==> src/rtl/bisonn_mul_req.sv <==
// Queues operand pairs into a shared multiplier (2-cycle return), replays flushed requests and buffers products in order.
// Optional perf counters enabled with `define BISONN_REQ_PERF_EN.
module bisonn_mul_req #(
   parameter int unsigned RSP_DEPTH = 4
) (
   input  logic        clk_i,
   input  logic        rstn_i,
   input  logic        req_valid_i,
   output logic        req_ready_o,
   input  logic [63:0] req_rs1_i,
   input  logic [63:0] req_rs2_i,
   output logic        rsp_valid_o,
   input  logic        rsp_ready_i,
   output logic [63:0] rsp_rd_o,
   input  logic        mul_free_i,
   input  logic        flush_mul_i,
   output logic        bisonn_valid_o,
   output logic [63:0] bisonn_rs1_o,
   output logic [63:0] bisonn_rs2_o,
   input  logic        bisonn_valid_i,
   input  logic [63:0] bisonn_rd_i,
   output logic [31:0] perf_issued_o,
   output logic [31:0] perf_replay_o
);

   localparam int unsigned AW = $clog2(RSP_DEPTH);
   localparam int unsigned FW = AW + 1;
   localparam int unsigned CW = AW + 2;

   typedef struct packed {
      logic        v;
      logic        c;
      logic [63:0] rs1;
      logic [63:0] rs2;
   } slot_t;

   slot_t          t1_q, t1_d, t2_q, t2_d;
   logic [63:0]    fifo_mem [RSP_DEPTH];
   logic [AW-1:0]  wr_ptr_q, rd_ptr_q;
   logic [FW-1:0]  fcnt_q, fcnt_d;
   logic [63:0]    rq_rs1_q [2];
   logic [63:0]    rq_rs2_q [2];
   logic           rq_head_q;
   logic [1:0]     rq_cnt_q, rq_cnt_d;
   logic [CW-1:0]  occ;
   logic           issue_ok, rq_empty, rep_issue, new_issue;
   logic           ret_good, ret_bad, pop;

   always_comb begin
      occ         = CW'(fcnt_q) + CW'(t1_q.v) + CW'(t2_q.v) + CW'(rq_cnt_q);
      issue_ok    = rstn_i & mul_free_i & ~flush_mul_i & (occ < CW'(RSP_DEPTH));
      ret_good    = t2_q.v & bisonn_valid_i & ~t2_q.c;
      ret_bad     = t2_q.v & bisonn_valid_i & t2_q.c;
      rq_empty    = (rq_cnt_q == 2'd0);
      rep_issue   = issue_ok & ~rq_empty;
      req_ready_o = issue_ok & rq_empty & ~ret_bad;
      new_issue   = req_ready_o & req_valid_i;

      bisonn_valid_o = rep_issue | new_issue;
      bisonn_rs1_o   = '0;
      bisonn_rs2_o   = '0;
      if (rep_issue) begin
         bisonn_rs1_o = rq_rs1_q[rq_head_q];
         bisonn_rs2_o = rq_rs2_q[rq_head_q];
      end else if (new_issue) begin
         bisonn_rs1_o = req_rs1_i;
         bisonn_rs2_o = req_rs2_i;
      end

      rsp_valid_o = (fcnt_q != '0);
      rsp_rd_o    = rsp_valid_o ? fifo_mem[rd_ptr_q] : '0;
      pop         = rsp_valid_o & rsp_ready_i;
      fcnt_d      = fcnt_q + FW'(ret_good) - FW'(pop);
      rq_cnt_d    = rq_cnt_q + 2'(ret_bad) - 2'(rep_issue);

      t1_d     = '{v: bisonn_valid_o, c: 1'b0, rs1: bisonn_rs1_o, rs2: bisonn_rs2_o};
      // A flush hits whatever the multiplier took one cycle earlier
      t2_d     = t1_q;
      t2_d.c   = t1_q.c | flush_mul_i;
   end

   always_ff @(posedge clk_i or negedge rstn_i) begin
      if (!rstn_i) begin
         t1_q      <= '0;
         t2_q      <= '0;
         wr_ptr_q  <= '0;
         rd_ptr_q  <= '0;
         fcnt_q    <= '0;
         rq_head_q <= 1'b0;
         rq_cnt_q  <= '0;
      end else begin
         t1_q     <= t1_d;
         t2_q     <= t2_d;
         fcnt_q   <= fcnt_d;
         rq_cnt_q <= rq_cnt_d;
         if (ret_good)  wr_ptr_q  <= wr_ptr_q + AW'(1);
         if (pop)       rd_ptr_q  <= rd_ptr_q + AW'(1);
         if (rep_issue) rq_head_q <= ~rq_head_q;
      end
   end

   always_ff @(posedge clk_i) begin
      if (ret_good) fifo_mem[wr_ptr_q] <= bisonn_rd_i;
      // Tail slot is head^count[0]; also correct when the head pops in the same cycle
      if (ret_bad) begin
         rq_rs1_q[rq_head_q ^ rq_cnt_q[0]] <= t2_q.rs1;
         rq_rs2_q[rq_head_q ^ rq_cnt_q[0]] <= t2_q.rs2;
      end
   end

`ifdef BISONN_REQ_PERF_EN
   logic [31:0] perf_iss_q, perf_rep_q;

   always_ff @(posedge clk_i or negedge rstn_i) begin
      if (!rstn_i) begin
         perf_iss_q <= '0;
         perf_rep_q <= '0;
      end else begin
         if (bisonn_valid_o) perf_iss_q <= perf_iss_q + 32'd1;
         if (rep_issue)      perf_rep_q <= perf_rep_q + 32'd1;
      end
   end

   assign perf_issued_o = perf_iss_q;
   assign perf_replay_o = perf_rep_q;
`else
   assign perf_issued_o = '0;
   assign perf_replay_o = '0;
`endif

endmodule

==> config.mk <==
export PLATFORM = sky130hd
export DESIGN_NAME = bisonn_mul_req
export DESIGN_NICKNAME = d
export VERILOG_FILES = /design/src/rtl/bisonn_mul_req.sv
export SDC_FILE = /design/constraint.sdc
export NUM_CORES = 1
export LEC_CHECK = 0
export CORE_MARGIN = 5
export CORE_UTILIZATION = 50
export DETAILED_ROUTE_END_ITERATION = 10
export GPL_TIMING_DRIVEN = 0
export PLACE_DENSITY = 0.75
export SETUP_SLACK_MARGIN = 0.3
export SYNTH_ARGS = -nofsm -noshare
export SYNTH_HDL_FRONTEND = slang
export SYNTH_SLANG_ARGS = --single-unit
==> constraint.sdc <==
create_clock -name clk_i -period 9.38 [get_ports clk_i]
set_input_delay 0.938 -clock clk_i [delete_from_list [all_inputs] [get_ports clk_i]]
set_output_delay 0.938 -clock clk_i [all_outputs]
set_load 0.05 [all_outputs]
==> results of run 1 <==
-- power groups by stage --
stage / combinational (mW) / clock, mW / sequential (mW)
after global placement: 3.30 / 0 / 3.98
after floorplan: 2.31 / 0 / 3.96
after detailed placement: 3.34 / 0 / 3.98
after global routing: 3.55 / 3.19 / 3.92
final: 3.33 / 2.98 / 3.91
after CTS: 3.37 / 3.04 / 3.91
-- layer usage --
layer  vias to the layer above  GRT usage [%]
met4                         8           5.01
met1                      7648           27.0
li1                       6855              -
met2                       526           32.9
met3                        86           5.99
met5                         -              0
-- logic make-up (layout without fill, tap and decap cells) --
kind of cell / after synthesis / in the layout
buffers and inverters: 148 / 694
muxes: 193 / 193
other: 1 / 70
AOI/OAI and AO/OA: 130 / 130
adders and majority gates: 12 / 12
DFF: 781 / 781
xor gates and xnor gates: 9 / 9
and+or+nand+nor: 345 / 345
-- cell usage in the layout (no fill, tap or decap), types with 3 or more instances in the layout --
master | netlist | layout
nand2_1 | 5 | 5
buf_16 | 0 | 6
clkbuf_1 | 22 | 42
clkinv_1 | 0 | 12
edfxtp_1 | 512 | 512
mux2i_1 | 129 | 129
xnor2_1 | 6 | 6
clkinv_2 | 0 | 9
clkdlybuf4s50_1 | 0 | 392
buf_12 | 0 | 8
nand3_1 | 3 | 3
buf_2 | 28 | 28
mux4_2 | 64 | 64
bufinv_16 | 0 | 6
conb_1 | 1 | 64
nor2_1 | 259 | 258
diode_2 | 0 | 6
ha_1 | 10 | 10
a21oi_1 | 129 | 129
dfrtp_1 | 269 | 269
buf_6 | 15 | 15
inv_6 | 0 | 3
xor2_1 | 3 | 3
inv_1 | 6 | 6
buf_4 | 75 | 75
clkbuf_16 | 0 | 76
and2_1 | 69 | 65
clkbuf_8 | 0 | 9
and2_4 | 0 | 4
-- critical path, cell delays in order --
cell and delay (ns):
buf_8 0.29, buf_16 0.45, nor2b_1 0.24, nand3_1 0.29, buf_2 0.40, buf_6 0.22
nor2_1 0.35, clkdlybuf4s50_1 0.90
-- flip-flops by register name (all words and copies together) (netlist names) --
name,flops
rd_ptr_q,2
rq_rs1_q,128
t2_q,130
rq_cnt_q,2
fifo_mem,256
t1_q,129
fcnt_q,3
wr_ptr_q,2
rq_head_q,1
rq_rs2_q,128
-- final cells by class --
| type | count | area (µm²) | area share (%) |
|---|---|---|---|
| inverter | 6 | 22.5 | 0.0623 |
| buffer | 142 | 962 | 2.66 |
| clock inverter | 34 | 349 | 0.965 |
| timing repair buffer | 407 | 4260 | 11.8 |
| antenna | 6 | 15.0 | 0.0415 |
| multi-input combinational | 753 | 5400 | 14.9 |
| sequential | 781 | 22100 | 61.1 |
| clock buffer | 105 | 2100 | 5.81 |
| tap | 756 | 946 | 2.62 |
-- path summary, 6_finish.rpt --
| path | end | slack, ns |
|---|---|---|
| max | bisonn_rs2_o[37] | 4.19 |
| min | t2_q[81] | 0.22 |
| max reg2reg | rq_rs2_q[1][54] | 6.43 |
| min reg2reg | t2_q[21] | 0.35 |
| max in group asynchronous | rd_ptr_q[1] | 8.21 |
| min in group clk_i | t2_q[21] | 0.35 |
-- per-stage QoR --
| stage | setup slack (ns) | cell area (µm²) |
|---|---|---|
| after CTS | 4.14 | 36100 |
| after floorplan | 2.00 | 28500 |
| after global routing | 4.02 | 36100 |
| after global placement | -4.77 | 33300 |
| final | 4.19 | 36200 |
| after detailed placement | 4.16 | 33700 |
-- synth_stat cells --
master,count
edfxtp_1,512
dfrtp_1,269
nor2_1,259
a21oi_1,129
mux2i_1,129
buf_4,75
and2_1,69
mux4_2,64
buf_2,28
clkbuf_1,22
buf_6,15
ha_1,10
inv_1,6
xnor2_1,6
nand2_1,5
nand3_1,3
nor2b_1,3
xor2_1,3
buf_1,2
fa_1,2
and3_1,1
conb_1,1
nand4_1,1
nor2_2,1
nor4b_2,1
o21ai_0,1
or2_1,1
or3_1,1
==> impl_metrics.json, run 1 <==
{
  "drv_cap": 0,
  "status": "completed",
  "startpoint_type": "primary input",
  "nFillCells": 3913,
  "yosys_warnings": 0,
  "hold_viol_final": 0,
  "antenna_found_initial": 8,
  "clock_skew_ns": 0.0243,
  "worstMarginPinSlew_ns": 0.674,
  "clkTransAtPathRegs_ns": 0.06,
  "ctsHoldBuffers": 0,
  "grt_pass1_wl_mm": 94.5,
  "hpwl_mm": 41.2,
  "vdd.ir_drop.worst_mv": 0.213,
  "relSlewSlack_pct": 54.9,
  "finalCritPeriodShare_pct": 55.3,
  "drive_gt1_share_pct": 14.0,
  "worst_skew_pair.late_latency_ns": 0.61,
  "grt.total_usage_pct": 20.1,
  "cts_tree": "built",
  "synth_cell_types": 28,
  "crit_fanout": 121,
  "seqPwrFrac_pct": 38.3,
  "setup_viol": 0,
  "swShare_pct": 33.1,
  "fp.dieW_um": 248,
  "share_comb_of_total_power_pct": 32.6,
  "synth.top_cell.area_share_pct": 54.5,
  "grt_max_degree": 122,
  "grt_setup_unrepaired": "no",
  "vias": 15100,
  "drt-initial-drc-count": 916,
  "floorplan.die_area_um2": 61300,
  "cts.path.max_buffers": 3,
  "dr.max_layer_used": "met5",
  "ys_seq_area_share_pct": 78.3,
  "routedWlPerCell_um": 20.8,
  "postCtsSetupBuffers": 0,
  "antenna_left": 0,
  "slew_viol_final": 0,
  "synth_compound_area_share_pct": 2.31,
  "drtPass1Iterations": 4,
  "htreeDepth": 3,
  "overflow": 0,
  "cts.sinks": 781,
  "core_area_um2": 56200,
  "nNetsFinal": 2378,
  "vias_per_cell": 5.06,
  "clkPwrFrac_pct": 29.1,
  "p_leak_nw": 14.1,
  "fin_util_pct": 64.4,
  "met3_length_mm": 5.32,
  "r2r-start": "rq_head_q",
  "critical_path_class": "in2out",
  "syn_area_per_cell_um2": 17.4,
  "root_buffer": "clkbuf_16",
  "port_buffers": 393,
  "instances_no_fill": 2990,
  "power.switching_mw": 3.38,
  "die_h_um": 248,
  "cp-startpoint": "rstn_i",
  "io_pins": 458,
  "whs_ns": 0.218,
  "synth-simple-area-share_pct": 5.32,
  "synthXorXnorAreaFrac_pct": 0.279,
  "p_per_area_nw_per_um2": 282,
  "fmax_ghz": 0.193,
  "required_ns": 8.44,
  "synth_fa_ha_area_share_pct": 0.585,
  "yosysTopAreaCell": "edfxtp_1",
  "synth.top_cells.by_area": "edfxtp_1 (54%), dfrtp_1 (24%), mux4_2 (5.1%), mux2i_1 (4.6%), nor2_1 (3.4%)",
  "cts_resized": 0,
  "wl_met2_mm": 31.1,
  "end_kind": "output port",
  "setup_tns_ns": 0,
  "cp_data_arrival_time_ns": 4.25,
  "core.rowCount": 87,
  "power.internal_mw": 6.83,
  "m1WireLength_mm": 24.5,
  "power_mw": 10.2,
  "synth_top_family_by_area": "multiplexers",
  "place_congestion": 0.822,
  "synth_cells": 1619,
  "dp_cells": 2845,
  "numCtsBuffers": 76,
  "drcViolationCount": 0,
  "grt_pass1_vias": 16100,
  "min_path_type": "in2async",
  "synth-seq-cells": 781,
  "syn_to_final_growth_pct": 28.1,
  "rr_worst_depth": 8,
  "synthMuxAreaShare_pct": 9.68,
  "start_util_pct": 50.2,
  "fin_crit_ns": 5.19,
  "syn_area_um2": 28200,
  "drt-total-wl_mm": 62.1
}
No activity file was read; power rests on OpenSTA's default activity.
==> run 2: changes to the inputs <==
- clock period: 9.38 -> 5.2 ns (I/O delays scaled with it)
==> impl_metrics.json, run 2 (synthesized netlist as in run 1, its figures left out) <==
{
  "status": "completed",
  "setup_viol": 0,
  "min_path_type": "reg2reg",
  "cts.sinks": 781,
  "drv_cap": 0,
  "cp_slowest_cell": "clkdlybuf4s50_1",
  "vdd.ir_drop.worst_mv": 0.397,
  "drive_gt1_share_pct": 14.5,
  "vias": 15200,
  "crit_buf_inv": 3,
  "worstMarginPinSlew_ns": 0.679,
  "p_per_area_nw_per_um2": 514,
  "end_kind": "output port",
  "port_buffers": 393,
  "relSlewSlack_pct": 54.6,
  "nNetsFinal": 2381,
  "nFillCells": 3897,
  "vias_per_cell": 5.07,
  "largest_register": "fifo_mem",
  "cp_data_arrival_time_ns": 4.07,
  "io_pins": 458,
  "pre_cts_slack_ns": 0.868,
  "clkTransAtPathRegs_ns": 0.06,
  "drcViolationCount": 0,
  "place_congestion": 0.829,
  "power_mw": 18.7,
  "cts.path.max_buffers": 3,
  "cp_cell_sequence": "fa_1 > ha_1 > nor4b_2 > nand3_1 > buf_2 > buf_6 > nor2_1 > clkdlybuf4s50_1",
  "crit_fanout": 10,
  "instances_no_fill": 2995,
  "cts_resized": 0,
  "final_common_cell": "edfxtp_1",
  "antenna_found_initial": 11,
  "reg.largest.list": "fifo_mem: 256 flops, t2_q: 130 flops, t1_q: 129 flops",
  "fmax_ghz": 0.218,
  "setup_tns_ns": 0,
  "routedWlPerCell_um": 20.6,
  "antenna_left": 0,
  "grt_max_degree": 110,
  "p_leak_nw": 14.2,
  "syn_to_final_growth_pct": 28.8,
  "grt.total_usage_pct": 20.0,
  "core.rowCount": 87,
  "cts_tree": "built",
  "htreeDepth": 3,
  "floorplan.die_area_um2": 61300,
  "hold_viol_final": 0,
  "worst_skew_pair.late_latency_ns": 0.61,
  "multi_input_area_um2": 5400,
  "largest_register_ff_count": 256,
  "required_ns": 4.68,
  "drt-total-wl_mm": 61.8,
  "fp.dieW_um": 248,
  "finalWorstSetupSlack_ns": 0.611,
  "root_buffer": "clkbuf_16",
  "grt_pass1_vias": 16400,
  "startpoint_type": "flip-flop",
  "die_h_um": 248,
  "clock_skew_ns": 0.0203,
  "finalCritPeriodShare_pct": 88.2,
  "cp_top_family": "buffers and inverters",
  "slew_viol_final": 0,
  "hpwl_mm": 41.8,
  "overflow": 0,
  "final_cell_mix": "edfxtp_1 (512), clkdlybuf4s50_1 (392), dfrtp_1 (269), nor2_1 (258)",
  "core_area_um2": 56200,
  "dp_cells": 2845,
  "drtPass1Iterations": 5,
  "register_area_um2": 22100,
  "numCtsBuffers": 77,
  "grt_setup_unrepaired": "no",
  "grt_pass1_wl_mm": 93.9,
  "critical_path_class": "reg2out",
  "start_util_pct": 50.2,
  "fin_crit_ns": 4.59,
  "drt-initial-drc-count": 889,
  "crit_path_max_incr_delay_ns": 0.89
}
==> run 2: final timing paths <==
| check | start | end | slack [ns] | cells past startpoint |
|---|---|---|---|---|
| worst max-delay path | rq_cnt_q[0] | bisonn_rs1_o[38] | 0.61 | 8 |
| worst min-delay path | t1_q[43] | t2_q[43] | 0.34 | 0 |
| worst max register to register | rq_head_q | rq_rs1_q[1][2] | 2.38 | 7 |
| worst min register to register | t1_q[43] | t2_q[43] | 0.34 | 0 |
| max in group asynchronous | rstn_i | t2_q[60] | 3.66 | 4 |
| min in group asynchronous | rstn_i | t1_q[110] | 0.47 | 3 |
==> run 2: what timing repair did <==
action,CTS,global route
hold buffers,2,0
setup buffers,0,0
hold endpoints to repair,58,0
==> run 2: per-layer routing <==
layer  GRT usage (%)  up-vias  routed length [µm]
li1                -     6870                   -
met1            25.7     7676               23900
met2            33.0      527               31200
met4            5.71       14                1140
met5               0        -                 103
met3            6.53       95                5480
==> run 2: report_power, final <==
| group | total, mW | internal, mW | switching (mW) |
|---|---|---|---|
| sequential | 7.05 | 6.93 | 0.121 |
| combinational | 6.03 | 2.26 | 3.77 |
| clock | 5.60 | 3.31 | 2.30 |
| total | 18.7 | 12.5 | 6.19 |
==> run 2: cell type report <==
class	instances	area share (%)
antenna	5	0.0344
multi-input combinational	753	14.8
sequential	781	60.8
timing repair buffer	409	11.8
clock inverter	33	1.02
inverter	6	0.0619
clock buffer	110	6.21
tap	756	2.60
buffer	142	2.65
==> run 2: worst register-to-register path, stage by stage, from the launching register on <==
cell	delay, ns
dfrtp_1	0.31
buf_2	0.16
buf_4	0.25
buf_4	0.26
xor2_1	0.31
nor2b_4	0.64
buf_12	0.31
buf_12	0.26
==> run 2: stage by stage <==
step | util (%) | instance area (µm²) | hold WS [ns]
after floorplan | - | 28500 | 0.224
after global placement | 59.4 | 33300 | 0.331
after detailed placement | 60.0 | 33700 | 0.335
after CTS | 64.7 | 36300 | 0.344
after global routing | 64.7 | 36300 | 0.351
final | 64.7 | 36400 | 0.343
==> run 3: changes to the inputs <==
- ABC_AREA: not set -> 1
- SKIP_CTS_REPAIR_TIMING: not set -> 1
==> impl_metrics.json, run 3 <==
{
  "status": "complete, but fails checks",
  "violations": "negative hold slack",
  "start_util_pct": 50.7,
  "synth-seq-cells": 781,
  "relSlewSlack_pct": 38.2,
  "cp_slowest_cell": "clkdlybuf4s50_1",
  "nFillCells": 4023,
  "fp.dieW_um": 250,
  "p_leak_nw": 15.2,
  "crit_fanout": 10,
  "finalWorstSetupSlack_ns": 0.486,
  "clock_skew_ns": 0.0218,
  "core_area_um2": 56600,
  "worstMarginPinSlew_ns": 0.925,
  "vias": 18900,
  "instances_no_fill": 3629,
  "die_h_um": 250,
  "setup_viol": 0,
  "setup_tns_ns": 0,
  "syn_area_um2": 28700,
  "synth_edf_count": 512,
  "cts.path.max_buffers": 3,
  "antenna_left": 0,
  "p_per_area_nw_per_um2": 524,
  "grt_util_met3_pct": 6.83,
  "reg.largest.list": "fifo_mem: 256 flops, t2_q: 130 flops, t1_q: 129 flops",
  "synth_cell_types": 24,
  "cp_cell_sequence": "fa_1 > ha_1 > nand3_1 > nand2_1 > nor2_4 > buf_2 > buf_2 > nand3_1 > o21ai_0 > clkdlybuf4s50_1",
  "synth_commonest_cells": "edfxtp_1 (512), nand2_1 (405), dfrtp_1 (269)",
  "yosysTopAreaCell": "edfxtp_1",
  "cp-startpoint": "t1_q[129]",
  "antenna_found_initial": 9,
  "nNetsFinal": 3020,
  "largest_register": "fifo_mem",
  "grt_setup_unrepaired": "no",
  "syn_area_per_cell_um2": 12.7,
  "critical_path_class": "reg2out",
  "numCtsBuffers": 77,
  "ys.flop_type": "edfxtp_1",
  "overflow": 0,
  "worst_skew_pair.late_latency_ns": 0.61,
  "synthMostInstantiatedCell": "edfxtp_1",
  "drt-total-wl_mm": 74.7,
  "place_congestion": 0.839,
  "vdd.ir_drop.worst_mv": 0.630,
  "grt.total_usage_pct": 23.3,
  "final_common_cell": "edfxtp_1",
  "cts_tree": "built",
  "cts.sinks": 781,
  "io_pins": 458,
  "slew_viol_final": 0,
  "routedWlPerCell_um": 20.6,
  "fmax_ghz": 0.212,
  "syn_to_final_growth_pct": 28.4,
  "grt_use_met2_pct": 40.1,
  "floorplan.die_area_um2": 62300,
  "pre_cts_slack_ns": 0.626,
  "synth.top_cell.area_share_pct": 53.5,
  "top_usage_layer": "met2",
  "core.rowCount": 87,
  "whs_ns": -0.0463,
  "r2r-start": "rq_head_q",
  "ys_seq_area_share_pct": 77.0,
  "synth_cells": 2253,
  "fin_crit_ns": 4.71,
  "globalRouteMet1Util_pct": 28.7,
  "grt_pass1_wl_mm": 113,
  "drv_cap": 0,
  "crit_path_max_incr_delay_ns": 0.94,
  "synth.top_cells.by_area": "edfxtp_1 (54%), dfrtp_1 (23%), nand2_1 (5.3%), nor2_1 (3.5%), o21ai_0 (2.5%)",
  "drt-initial-drc-count": 1536,
  "drive_gt1_share_pct": 9.54,
  "end_kind": "output port",
  "hold_viol_final": 24,
  "vias_per_cell": 5.20,
  "largest_register_ff_count": 256,
  "grt_pass1_vias": 19400,
  "yosys_warnings": 0,
  "min_path_type": "in2async",
  "startpoint_type": "flip-flop",
  "drtPass1Iterations": 7,
  "final_cell_mix": "edfxtp_1 (512), nand2_1 (405), clkdlybuf4s50_1 (391), dfrtp_1 (269), nor2_1 (261)",
  "drcViolationCount": 0,
  "cp_data_arrival_time_ns": 4.19,
  "root_buffer": "clkbuf_16",
  "port_buffers": 393,
  "hpwl_mm": 49.9,
  "synthArstFlopShare_pct": 34.4,
  "grt_max_degree": 124,
  "required_ns": 4.68,
  "dp_cells": 3483,
  "finalCritPeriodShare_pct": 90.7,
  "clkTransAtPathRegs_ns": 0.06,
  "htreeDepth": 3
}
==> run 3: per-layer routing <==
metal	wire [µm]	share of wire, %	up-vias
li1	-	-	8615
met1	27500	37	9263
met2	37900	51	824
met3	6970	9.3	148
met4	2110	2.8	16
met5	126	0.17	-
==> run 3: worst max-delay path, delay by kind of cell (launching register included) <==
kind / cells / cell delay [ns]
AOI/OAI and AO/OA: 1 / 0.31
adders and majority gates: 2 / 0.72
buffers and inverters: 3 / 1.63
DFF: 1 / 0.40
and+or+nand+nor: 4 / 0.51
==> run 3: worst paths after layout <==
check | end | slack, ns | cells after the start
min | t2_q[38] | -0.05 | 2
min in group clk_i | t2_q[77] | 0.34 | 0
max | bisonn_rs2_o[33] | 0.49 | 10
max in group asynchronous | t1_q[40] | 4.42 | 3
max reg2reg | rq_rs1_q[1][17] | 2.17 | 6
min reg2reg | t2_q[77] | 0.34 | 0
==> run 3: cell type report <==
| cell class | count | area (µm²) | share of cell area, % |
|---|---|---|---|
| Inverter | 135 | 507 | 1.37 |
| Clock inverter | 37 | 334 | 0.906 |
| Multi-Input combinational cell | 1215 | 5360 | 14.5 |
| Antenna cell | 2 | 5.00 | 0.0136 |
| Sequential cell | 781 | 22100 | 59.9 |
| Clock buffer | 104 | 2200 | 5.98 |
| Buffer | 185 | 1020 | 2.76 |
| Timing Repair Buffer | 414 | 4400 | 11.9 |
| Tap cell | 756 | 946 | 2.56 |
==> run 3: stage by stage <==
step                util (%)  power, mW  hold WS, ns  cell area, µm²
floorplan                  -       11.4        0.224           29000
global placement        59.8       13.7        0.332           33800
CTS                     65.0       19.4       -0.162           36800
finish                  65.2       19.3      -0.0463           36900
global route            65.1       20.2       0.0174           36900
detailed placement      60.5       13.9        0.335           34300
==> run 3: logic make-up after synthesis <==
family | synth area share (%)
DFF | 77.0
and+or+nand+nor | 11.2
adders and majority gates | 0.575
buffers and inverters | 5.31
other | 0.0131
AOI/OAI and AO/OA | 5.60
xor gates and xnor gates | 0.275
==> run 3: power breakdown <==
group          internal [mW]  switching (mW)  leakage (nW)
Combinational           1.90            4.80          5.63
Clock                   3.24            2.30          1.24
Sequential              6.96           0.132          8.29
Total                   12.1            7.23          15.2
